===== config.mk =====
export PLATFORM = sky130hd
export DESIGN_NAME = sram_controller
export DESIGN_NICKNAME = d
export VERILOG_FILES = /design/src/rtl/arm_pkg.sv /design/src/rtl/sram_wait_cnt.sv /design/src/rtl/sram_controller.sv
export SDC_FILE = /design/constraint.sdc
export NUM_CORES = 1
export LEC_CHECK = 0
export BUFFER_PORTS_ARGS = -buffer_cell sky130_fd_sc_hd__buf_2
export CAP_MARGIN = 30
export CORE_ASPECT_RATIO = 2
export CORE_UTILIZATION = 44
export DETAILED_ROUTE_END_ITERATION = 8
export PLACE_DENSITY = 0.85
export REMOVE_ABC_BUFFERS = 1
export SLEW_MARGIN = 20
export SYNTH_ARGS = -nofsm -noshare
export SYNTH_HDL_FRONTEND = slang
export SYNTH_SLANG_ARGS = --single-unit

===== constraint.sdc =====
create_clock -name clk -period 2.7 [get_ports clk]
set_input_delay 0.27 -clock clk [delete_from_list [all_inputs] [get_ports clk]]
set_output_delay 0.27 -clock clk [all_outputs]
set_load 0.01 [all_outputs]

===== src/rtl/arm_pkg.sv =====
// arm_pkg: shared SRAM controller types, bus widths and default base address.
package arm_pkg;
  typedef enum logic [1:0] {IDLE, ACC_LO, ACC_HI, DONE} sram_state_t;
  localparam int SRAM_ADDR_W = 18;
  localparam int SRAM_DATA_W = 16;
  localparam logic [31:0] SRAM_BASE_ADDR = 32'd1024;
endpackage


===== src/rtl/sram_wait_cnt.sv =====
// sram_wait_cnt: loadable down-counter with zero flag, times each half-access.
module sram_wait_cnt #(
  parameter int W = 4
) (
  input  logic         clk,
  input  logic         rst,
  input  logic         load,
  input  logic [W-1:0] load_val,
  output logic         zero
);
  logic [W-1:0] cnt_q;
  always_ff @(posedge clk or posedge rst)
    if (rst) cnt_q <= '0;
    else if (load) cnt_q <= load_val;
    else if (!zero) cnt_q <= cnt_q - 1'b1;
  assign zero = cnt_q == '0;
endmodule


===== src/rtl/sram_controller.sv =====
// sram_controller: 32-bit MEM-stage access split into two 16-bit SRAM halves.
// SRAM_CTRL_POSTED_WRITE_EN: writes release ready on acceptance and finish in the background.
module sram_controller import arm_pkg::*; #(
  parameter int          HALF_CYCLES = 2,
  parameter logic [31:0] BASE_ADDR   = SRAM_BASE_ADDR
) (
  input  logic                   clk,
  input  logic                   rst,
  input  logic                   wr_en,
  input  logic                   rd_en,
  input  logic [31:0]            address,
  input  logic [31:0]            write_data,
  output logic [31:0]            read_data,
  output logic                   ready,
  output logic [SRAM_ADDR_W-1:0] sram_addr,
  output logic [SRAM_DATA_W-1:0] sram_dq_out,
  input  logic [SRAM_DATA_W-1:0] sram_dq_in,
  output logic                   sram_dq_oe,
  output logic                   sram_we_n
);
  sram_state_t state_q;
  logic wr_q;
  logic [SRAM_ADDR_W-2:0] hw_q;
  logic [31:0] wdata_q, rdata_q, eff;
  logic req, acc, zero, load, unused_eff;
  assign req = wr_en | rd_en;
  assign eff = address - BASE_ADDR;
  assign unused_eff = ^{eff[31:19], eff[1:0]};
  assign acc = state_q == ACC_LO || state_q == ACC_HI;
  assign load = (state_q == IDLE && req) || (state_q == ACC_LO && zero);
  sram_wait_cnt #(.W(4)) u_cnt (
    .clk      (clk),
    .rst      (rst),
    .load     (load),
    .load_val (4'(HALF_CYCLES - 1)),
    .zero     (zero)
  );
  always_ff @(posedge clk or posedge rst)
    if (rst) begin
      state_q <= IDLE;
      wr_q    <= 1'b0;
      hw_q    <= '0;
      wdata_q <= '0;
      rdata_q <= '0;
    end else begin
      case (state_q)
        IDLE: if (req) begin
          state_q <= ACC_LO;
          wr_q    <= wr_en;
          hw_q    <= eff[18:2];
          wdata_q <= write_data;
        end
        ACC_LO: if (zero) begin
          state_q <= ACC_HI;
          if (!wr_q) rdata_q[15:0] <= sram_dq_in;
        end
        ACC_HI: if (zero) begin
          state_q <= DONE;
          if (!wr_q) rdata_q[31:16] <= sram_dq_in;
        end
        default: state_q <= IDLE;
      endcase
    end
  assign sram_addr   = acc ? {hw_q, state_q == ACC_HI} : '0;
  assign sram_dq_out = acc && wr_q ? (state_q == ACC_HI ? wdata_q[31:16] : wdata_q[15:0]) : '0;
  assign sram_dq_oe  = acc && wr_q;
  // Strobe drops on the final cycle of each half so data/address are stable at its rising edge.
  assign sram_we_n   = !(acc && wr_q && !zero);
  assign read_data   = rdata_q;
`ifdef SRAM_CTRL_POSTED_WRITE_EN
  assign ready = state_q == IDLE ? (wr_en || !rd_en) : (state_q == DONE && !wr_q) || (wr_q && !req);
`else
  assign ready = (state_q == IDLE && !req) || state_q == DONE;
`endif
endmodule

==> metrics.md, run 1 <==
| Metric | Value |
|---|---|
| Outcome | `completed` |
| Switching fraction of total power | `0.376` |
| Largest family of logic cells by synthesized area | `simple AND/OR/NAND/NOR gates` |
| Fin area | `5020 µm²` |
| #FFs+latches synth | `88` |
| Fin nets | `612` |
| Synth top area share | `0.563` |
| Die area | `9300 µm²` |
| Multi-input logic area | `1620 µm²` |
| DR vias | `3179` |
| Fin crit period | `2.39 ns` |
| DP HPWL | `6430 µm` |
| Post-Synthesis Cells | `387` |
| # diodes | `0` |
| Peak supply drop | `0.916 mV` |
| Multiplexer share of the synthesized area | `0.141` |
| Setup CP Type | `reg2out` |
| Pwr Density | `1270 nW/µm²` |
| DRT Pass-1 Iters | `5` |
| Slowest CP cell | `ha_1` |
| Final setup violation count | `0` |
| Async S/R FF share, synth | `1.00` |
| CP cell instances | `inv_1 -> ha_1 -> buf_4 -> mux2i_1 -> nor2_1 -> buf_2` |
| Post_cts resized | `0` |
| Setup bufs post-CTS | `0` |
| Post-Synth Simple-Gate Area | `0.214` |
| PortBufs | `137` |
| Netlist cell types | `31` |
| Fillers | `762` |
| Wire per inst | `14.0 µm` |
| Core area | `8650 µm²` |
| Largest net degree at the start of global routing | `47` |
| Share of cells above drive strength 1 | `0.381` |
| Average vias per placed instance | `5.07` |
| R2R Path End | `read_data[28]` |
| Worst Setup SP | `state_q[0]` |
| Clock share of power | `0.192` |
| XOR/XNOR share of the synthesized area | `0.00448` |
| Initial antenna violation count | `0` |
| DR iter-0 viols | `88` |
| Synth Area in Adders | `0.0192` |
| Drt total wl | `8800 µm` |
| Critical Path Max Stage Delay | `0.45 ns` |
| Worst path buffer plus inverter count | `3` |
| Overflow after GRT | `0` |
| Leading post-synthesis cells by cell area | `dfrtp_1, nand2_1, mux2_2` |
| Final Hold Vio Count | `0` |
| Internal | `3.96 mW` |
| Global-route wire length before repair | `13800 µm` |
| CP Depth | `6` |
| Gr usage total | `0.199` |
| Row Count | `48` |
| Slew margin rel. | `0.468` |
| Flop pwr share | `0.364` |
| Hold_ws | `0.0615 ns` |
| Top cells by count, synth | `nand2_1, dfrtp_1, mux2_2` |
| Initial Util | `0.453` |
| Ys Warns | `0` |
| Setup Skew | `0.00815 ns` |
| RR Startpoint | `state_q[0]` |
| Sequential-to-total area share from yosys stat | `0.563` |
| CP arrival | `2.12 ns` |
| Achievable Freq | `418 MHz` |
| H-tree depth | `3` |
| Min-Delay Path Class | `in2async` |
| Least-Margin Pin Slew | `0.797 ns` |
| NetSw | `2.39 mW` |
| Vias in the first global route | `3159` |
| CP Capture Type | `output port` |
| Worst-path clk slew | `0.07 ns` |
| CTS Buf Count | `9` |
| Crit path max-delay family | `buffers and inverters` |
| Top_reg_cell synth | `dfrtp_1` |
| Clock sinks | `88` |
| Power share of the combinational group | `0.444` |
| # hold bufs at CTS | `0` |
| Number of routed nets with antenna violations | `0` |
| Dpl cell area | `4720 µm²` |
| DIE WIDTH | `68.7 µm` |
| Mapped Area | `3910 µm²` |
| CTS Buffer Depth | `2` |
| DRC viols | `0` |
| Synth Area in Compound Gates | `0.0323` |
| Post-synth EDFFs | `0` |
| CP Max Fanout | `13` |
| IO Pins | `153` |
| Leakage power | `2.64 nW` |
| Synth area leader | `dfrtp_1` |
| Area grow syn2layout | `28.2%` |
| Mapped Avg Cell Area | `10.1 µm²` |
| Root Buffer | `clkbuf_16` |
| R2R depth | `4` |
| DIE HEIGHT | `135 µm` |
| RePlAce Congestion | `0.770` |
| Max-cap viol count | `0` |
| Critical path required time | `2.43 ns` |
| Final Max Tran Viols | `0` |
| CP startpoint kind | `flop` |
| Clock Latency Late Sink | `0.33 ns` |
| RSZ-0062 raised after global routing | `no` |
| CTS tree | `built` |
| Register area | `2200 µm²` |
| Final worst-path cycle share | `0.886` |
| CP endpoint | `sram_dq_out[11]` |
| Reg2reg setup slack | `0.57 ns` |
| Top-count cell post-synth | `nand2_1` |
[layer usage]
layer  track usage  wire length [µm]  vias to the layer above  share of wire
met4         0.115               257                        0          0.029
met5             0                 0                        -              0
met2         0.358              4960                       96           0.56
met3        0.0370               318                       21          0.036
met1         0.204              3260                     1531           0.37
li1              -                 -                     1531              -
[power by group through the flow]
| stage | clock network (mW) | logic (mW) | registers [mW] |
|---|---|---|---|
| floorplan | 0 | 1.70 | 2.39 |
| global placement | 0 | 2.74 | 2.28 |
| detailed placement | 0 | 2.84 | 2.33 |
| CTS | 1.26 | 2.85 | 2.31 |
| global route | 1.31 | 3.14 | 2.39 |
| finish | 1.22 | 2.82 | 2.31 |
[state kept, by name (all words and copies together), names as in the netlist]
| register | flops |
|---|---|
| hw_q | 17 |
| read_data | 32 |
| state_q | 2 |
| u_cnt.cnt_q | 4 |
| wdata_q | 32 |
| wr_q | 1 |
[final cells by class]
cell class	count	share of cell area
timing repair buffer	142	0.147
multi-input combinational	273	0.324
inverter	8	0.00624
sequential	88	0.439
clock buffer	10	0.0456
tap	100	0.0249
clock inverter	6	0.0137
[cell families (layout without fill, tap and decap cells)]
| logic type | Yosys count | count (layout) |
|---|---|---|
| AND/OR/NAND/NOR | 194 | 194 |
| flip-flops | 88 | 88 |
| multiplexers | 51 | 51 |
| buffers and inverters | 26 | 166 |
| AO/OA/AOI/OAI | 20 | 20 |
| adder cells (fa/ha/maj) | 6 | 6 |
| XOR/XNOR | 2 | 2 |
[cell usage in the layout, fill, tap and decap left out, types with 4 or more instances in the layout]
cell and instances:
and2_1 17, mux2_2 34, nor2_1 27, clkbuf_16 9, dfrtp_1 88, buf_4 4, buf_2 137, ha_1 5
mux2i_1 17, inv_1 7, a31oi_1 6, o21ai_0 5, nand2_1 131
[how the worst min path moves through the flow]
stage | endpoint | startpoint | cells past startpoint | slack [ns]
finish | read_data[30] | rst | 2 | 0.06
global route | read_data[6] | rst | 2 | 0.12
CTS | read_data[14] | rst | 2 | 0.08
detailed placement | wdata_q[31] | rst | 2 | 0.45
global placement | read_data[6] | rst | 2 | 0.42
floorplan | hw_q[0] | address[2] | 2 | 0.38
[through the flow]
step / TNS, ns / utilization / cells / setup WS, ns / total power [mW]
floorplan: -14.47 / - / 369 / -0.542 / 4.09
global placement: 0 / 0.545 / 611 / 0.568 / 5.03
detailed placement: 0 / 0.545 / 611 / 0.522 / 5.17
CTS: 0 / 0.580 / 627 / 0.144 / 6.42
global route: 0 / 0.580 / 627 / 0.176 / 6.84
finish: 0 / 0.580 / 627 / 0.308 / 6.35
(Power assumes the default switching activity.)
==> run 2: changes to the inputs <==
==> constraint.sdc (replaced) <==
create_clock -name clk -period 2.7 [get_ports clk]
set_input_delay 0.27 -clock clk [delete_from_list [all_inputs] [get_ports clk]]
set_output_delay 0.27 -clock clk [all_outputs]
set_load 0.005 [all_outputs]
==> metrics.md, run 2 (synthesis results as in run 1) <==
| Metric | Value |
|---|---|
| Outcome | `completed` |
| Fin crit period | `2.46 ns (+0.0679 ns)` |
| Register area | `2200 µm² (unchanged)` |
| # diodes | `0 (unchanged)` |
| CTS Buffer Depth | `2 (unchanged)` |
| Min-Delay Path Class | `in2async` |
| Multi-input logic area | `1620 µm² (-0.15%)` |
| CTS Buf Count | `9 (unchanged)` |
| RePlAce Congestion | `0.775 (+0.71%)` |
| Final setup violation count | `0 (unchanged)` |
| Core area | `8650 µm² (unchanged)` |
| Gr usage total | `0.200 (+0.000408)` |
| Final Hold Vio Count | `0 (unchanged)` |
| Overflow after GRT | `0 (unchanged)` |
| Fin cells | `627 (unchanged)` |
| Wire per inst | `13.8 µm (-1.9%)` |
| RR Startpoint | `u_cnt.cnt_q[0]` |
| DIE WIDTH | `68.7 µm (unchanged)` |
| Reg2reg setup slack | `0.64 ns (+0.07 ns)` |
| Post_cts resized | `0 (unchanged)` |
| Least-Margin Pin Slew | `0.757 ns (-0.0400 ns)` |
| Slew margin rel. | `0.494 (+0.0260)` |
| CP Max Fanout | `19 (+6)` |
| Setup CP Type | `reg2out` |
| Max-cap viol count | `0 (unchanged)` |
| Largest net degree at the start of global routing | `89 (+89%)` |
| DP HPWL | `6420 µm (-0.16%)` |
| H-tree depth | `3 (unchanged)` |
| Most common cell after layout, fill and taps aside | `buf_2` |
| Commonest non-fill, non-tap cells in the layout | `buf_2, nand2_1, dfrtp_1` |
| Setup bufs post-CTS | `0 (unchanged)` |
| Global-route wire length before repair | `13800 µm (unchanged)` |
| R2R Path End | `read_data[10]` |
| Vias in the first global route | `3139 (-0.63%)` |
| # hold bufs at CTS | `0 (unchanged)` |
| Clock sinks | `88 (unchanged)` |
| PortBufs | `137 (unchanged)` |
| Final worst-path cycle share | `0.911 (+0.0252)` |
| Fillers | `767 (+0.66%)` |
| Peak supply drop | `0.639 mV (-30%)` |
| CTS tree | `built` |
| R2R depth | `5 (+1)` |
| Setup Skew | `0.00817 ns (+0.0000111 ns)` |
| Critical path required time | `2.43 ns (about the same)` |
| Initial Util | `0.453 (unchanged)` |
| DRC viols | `0 (unchanged)` |
| CP startpoint kind | `flop` |
| Initial antenna violation count | `0 (unchanged)` |
| Area grow syn2layout | `29.5%` |
| Cells after DPL | `612 (+0.16%)` |
| Drt total wl | `8630 µm (-1.9%)` |
| CP Capture Type | `output port` |
| Achievable Freq | `407 MHz (-2.8%)` |
| Die area | `9300 µm² (unchanged)` |
| Clock Latency Late Sink | `0.33 ns (about the same)` |
| DRT Pass-1 Iters | `4 (-1)` |
| DR iter-0 viols | `135 (+53%)` |
| Fin nets | `613 (+0.16%)` |
| Average vias per placed instance | `5.03 (-0.82%)` |
| Leakage power | `2.66 nW (+0.92%)` |
| Root Buffer | `clkbuf_16` |
| Row Count | `48 (unchanged)` |
| Number of routed nets with antenna violations | `0 (unchanged)` |
| Pwr Density | `1240 nW/µm² (-1.7%)` |
| Share of cells above drive strength 1 | `0.381 (unchanged)` |
| IO Pins | `153 (unchanged)` |
| Hold_ws | `0.0184 ns (-0.0431 ns)` |
| RSZ-0062 raised after global routing | `no` |
| DIE HEIGHT | `135 µm (unchanged)` |
| DR vias | `3153 (-0.82%)` |
| Worst-path clk slew | `0.06 ns (about the same)` |
| CP arrival | `2.19 ns (+0.07 ns)` |
| Final Max Tran Viols | `0 (unchanged)` |
[run 2: layout make-up]
| class | count | share of cell area |
|---|---|---|
| sequential | 88 | 0.435 |
| clock buffer | 10 | 0.0472 |
| inverter | 8 | 0.00617 |
| tap | 100 | 0.0247 |
| multi-input combinational | 273 | 0.320 |
| clock inverter | 5 | 0.0207 |
| timing repair buffer | 143 | 0.147 |
[run 2: worst max-delay path by stage]
stage / from / endpoint
after floorplan: rd_en / hw_q[12]
after global placement: state_q[0] / sram_dq_out[10]
after detailed placement: state_q[0] / sram_dq_out[10]
after CTS: state_q[0] / sram_dq_out[10]
after global routing: state_q[0] / sram_dq_out[8]
final: state_q[1] / sram_dq_out[10]
[run 2: worst max-delay path, cell delays in order (launching register included)]
cell and delay [ns]:
dfrtp_1 0.40, inv_1 0.08, ha_1 0.56, nand2_1 0.31, buf_4 0.27, nor2_1 0.12
buf_2 0.13
[run 2: power by group]
part,total (mW),switching [mW],internal [mW],leakage (nW)
logic,2.58,1.33,1.25,1.44
registers,2.31,0.329,1.98,1.06
clock network,1.41,0.489,0.924,0.161
total,6.30,2.15,4.15,2.66
[run 2: stage by stage]
stage / utilization / total power, mW / instance area (µm²) / TNS, ns / setup WS (ns)
detailed placement: 0.546 / 4.96 / 4720 / 0 / 0.541
floorplan: - / 3.87 / 3840 / -14.47 / -0.542
global placement: 0.546 / 4.80 / 4720 / 0 / 0.602
global route: 0.586 / 6.82 / 5070 / 0 / 0.0153
CTS: 0.586 / 6.39 / 5070 / 0 / 0.178
finish: 0.586 / 6.30 / 5070 / 0 / 0.240
[run 2: per-layer routing]
layer | global-route usage | up-vias | routed length [µm]
met5 | 0 | - | 0
met4 | 0.104 | 0 | 189
met3 | 0.0370 | 14 | 302
met2 | 0.360 | 97 | 4970
met1 | 0.208 | 1519 | 3170
li1 | - | 1523 | -
==> run 3: changes to the inputs <==
--- a/config.mk
+++ b/config.mk
@@ -10,6 +10,7 @@
 export CORE_ASPECT_RATIO = 2
 export CORE_UTILIZATION = 44
 export DETAILED_ROUTE_END_ITERATION = 8
+export MAX_ROUTING_LAYER = met4
 export PLACE_DENSITY = 0.85
 export REMOVE_ABC_BUFFERS = 1
 export SLEW_MARGIN = 20
==> metrics.md, run 3 (synthesis results as in run 1) <==
| Metric | Value |
|---|---|
| Reg2reg setup slack | `0.63 ns (about the same)` |
| Clock Latency Late Sink | `0.34 ns (about the same)` |
| Overflow after GRT | `0 (unchanged)` |
| # diodes | `0 (unchanged)` |
| Initial antenna violation count | `0 (unchanged)` |
| Largest net degree at the start of global routing | `89 (unchanged)` |
| Final worst-path cycle share | `0.925 (+0.0145)` |
| CP Capture Type | `output port` |
| H-tree depth | `3 (unchanged)` |
| Most common cell after layout, fill and taps aside | `buf_2` |
| CP Max Fanout | `19 (unchanged)` |
| DRC viols | `0 (unchanged)` |
| Fin nets | `613 (unchanged)` |
| Cells after DPL | `612 (unchanged)` |
| Achievable Freq | `400 MHz (-1.6%)` |
| Slowest CP cell | `ha_1` |
| Die area | `9300 µm² (unchanged)` |
| Root Buffer | `clkbuf_16` |
| IO Pins | `153 (unchanged)` |
| Core area | `8650 µm² (unchanged)` |
| DR iter-0 viols | `148 (+9.6%)` |
| R2R Path End | `read_data[10]` |
| Critical path required time | `2.43 ns (about the same)` |
| CP startpoint kind | `flop` |
| Overall power | `6.32 mW (+0.21%)` |
| Fin crit period | `2.50 ns (+0.0392 ns)` |
| Share of cells above drive strength 1 | `0.381 (unchanged)` |
| PortBufs | `137 (unchanged)` |
| RePlAce Congestion | `0.793 (+2.3%)` |
| R2R depth | `5 (unchanged)` |
| Pwr Density | `1250 nW/µm² (+0.21%)` |
| Row Count | `48 (unchanged)` |
| DP HPWL | `6420 µm (unchanged)` |
| Leakage power | `2.66 nW (unchanged)` |
| Setup bufs post-CTS | `0 (unchanged)` |
| DIE HEIGHT | `135 µm (unchanged)` |
| Critical Path Max Stage Delay | `0.58 ns (+0.02 ns)` |
| Vias in the first global route | `3122 (-0.54%)` |
| Global-route wire length before repair | `13800 µm (+0.25%)` |
| Wire per inst | `13.9 µm (+0.66%)` |
| Post_cts resized | `0 (unchanged)` |
| Max-cap viol count | `0 (unchanged)` |
| DRT Pass-1 Iters | `4 (unchanged)` |
| Clock sinks | `88 (unchanged)` |
| Finished Core Util | `0.586 (unchanged)` |
| CTS tree | `built` |
| CP cell instances | `inv_1 -> ha_1 -> nand2_1 -> buf_4 -> nor2_1 -> buf_2` |
| Setup Skew | `0.00682 ns (-0.00135 ns)` |
| Worst Setup SP | `state_q[0]` |
| CTS Buf Count | `9 (unchanged)` |
| Final Hold Vio Count | `0 (unchanged)` |
| Post-place setup slack | `0.541 ns (unchanged)` |
| CTS Buffer Depth | `2 (unchanged)` |
| Drt total wl | `8690 µm (+0.66%)` |
| Outcome | `completed` |
| Peak supply drop | `0.647 mV (+1.2%)` |
| CP endpoint | `sram_dq_out[10]` |
| CP arrival | `2.23 ns (+0.04 ns)` |
| # hold bufs at CTS | `0 (unchanged)` |
| Fin cells | `627 (unchanged)` |
| RR Startpoint | `u_cnt.cnt_q[0]` |
| Area grow syn2layout | `29.5% (unchanged)` |
| DR vias | `3175 (+0.70%)` |
| Number of routed nets with antenna violations | `0 (unchanged)` |
| Average vias per placed instance | `5.06 (+0.70%)` |
| RSZ-0062 raised after global routing | `no` |
| Commonest non-fill, non-tap cells in the layout | `buf_2, nand2_1, dfrtp_1` |
| Min setup slack post-route | `0.201 ns (-0.0392 ns)` |
| Gr usage total | `0.206 (+0.00611)` |
| Least-Margin Pin Slew | `0.762 ns (+0.00463 ns)` |
| Worst-path clk slew | `0.06 ns (about the same)` |
| Min-Delay Path Class | `in2async` |
| DIE WIDTH | `68.7 µm (unchanged)` |
| Setup CP Type | `reg2out` |
| Hold_ws | `0.0253 ns (+0.00694 ns)` |
| Initial Util | `0.453 (unchanged)` |
| Slew margin rel. | `0.491 (-0.00309)` |
| Final setup violation count | `0 (unchanged)` |
| Final Max Tran Viols | `0 (unchanged)` |
==> run 3: cell counts in the layout (fill, tap and decap cells not counted) <==
No cell type changed its count.
==> run 3: cell type report <==
| cell class | instances | area, µm² |
|---|---|---|
| Fill cell | 767 | 3580 |
| Sequential cell | 88 | 2200 |
| Multi-Input combinational cell | 273 | 1620 |
| Timing Repair Buffer | 143 | 743 |
| Clock buffer | 10 | 239 |
| Tap cell | 100 | 125 |
| Clock inverter | 5 | 105 |
| Inverter | 8 | 31.3 |
==> run 3: how the worst min path moves through the flow <==
stage                    start       endpoint  cells after the start
floorplan           address[2]        hw_q[0]                      2
detailed placement         rst  read_data[16]                      3
global placement           rst   read_data[0]                      3
finish                     rst    wdata_q[14]                      3
CTS                        rst   read_data[0]                      3
global route               rst   read_data[8]                      3
==> run 3: routing by layer <==
metal | vias up | share of wire | GRT usage
li1 | 1524 | - | -
met1 | 1529 | 0.37 | 0.208
met2 | 98 | 0.56 | 0.360
met3 | 24 | 0.032 | 0.0244
met4 | 0 | 0.039 | 0.125
met5 | - | 0 | -
==> run 3: worst max-delay path, delay by kind of cell, from the launching register on <==
kind,cells,cell delay [ns]
buffers and inverters,3,0.48
DFF,1,0.40
adders and majority gates,1,0.58
and+or+nand+nor,2,0.44
==> run 3: power breakdown <==
group	internal, mW	switching [mW]
Clock	0.924	0.494
Sequential	1.98	0.331
Combinational	1.25	1.34
==> run 3: through the flow <==
step	cell area, µm²	TNS (ns)
5_1_grt	5070	0
4_1_cts	5070	0
2_1_floorplan	3840	-14.47
6_report	5070	0
3_5_place_dp	4720	0
3_3_place_gp	4720	0
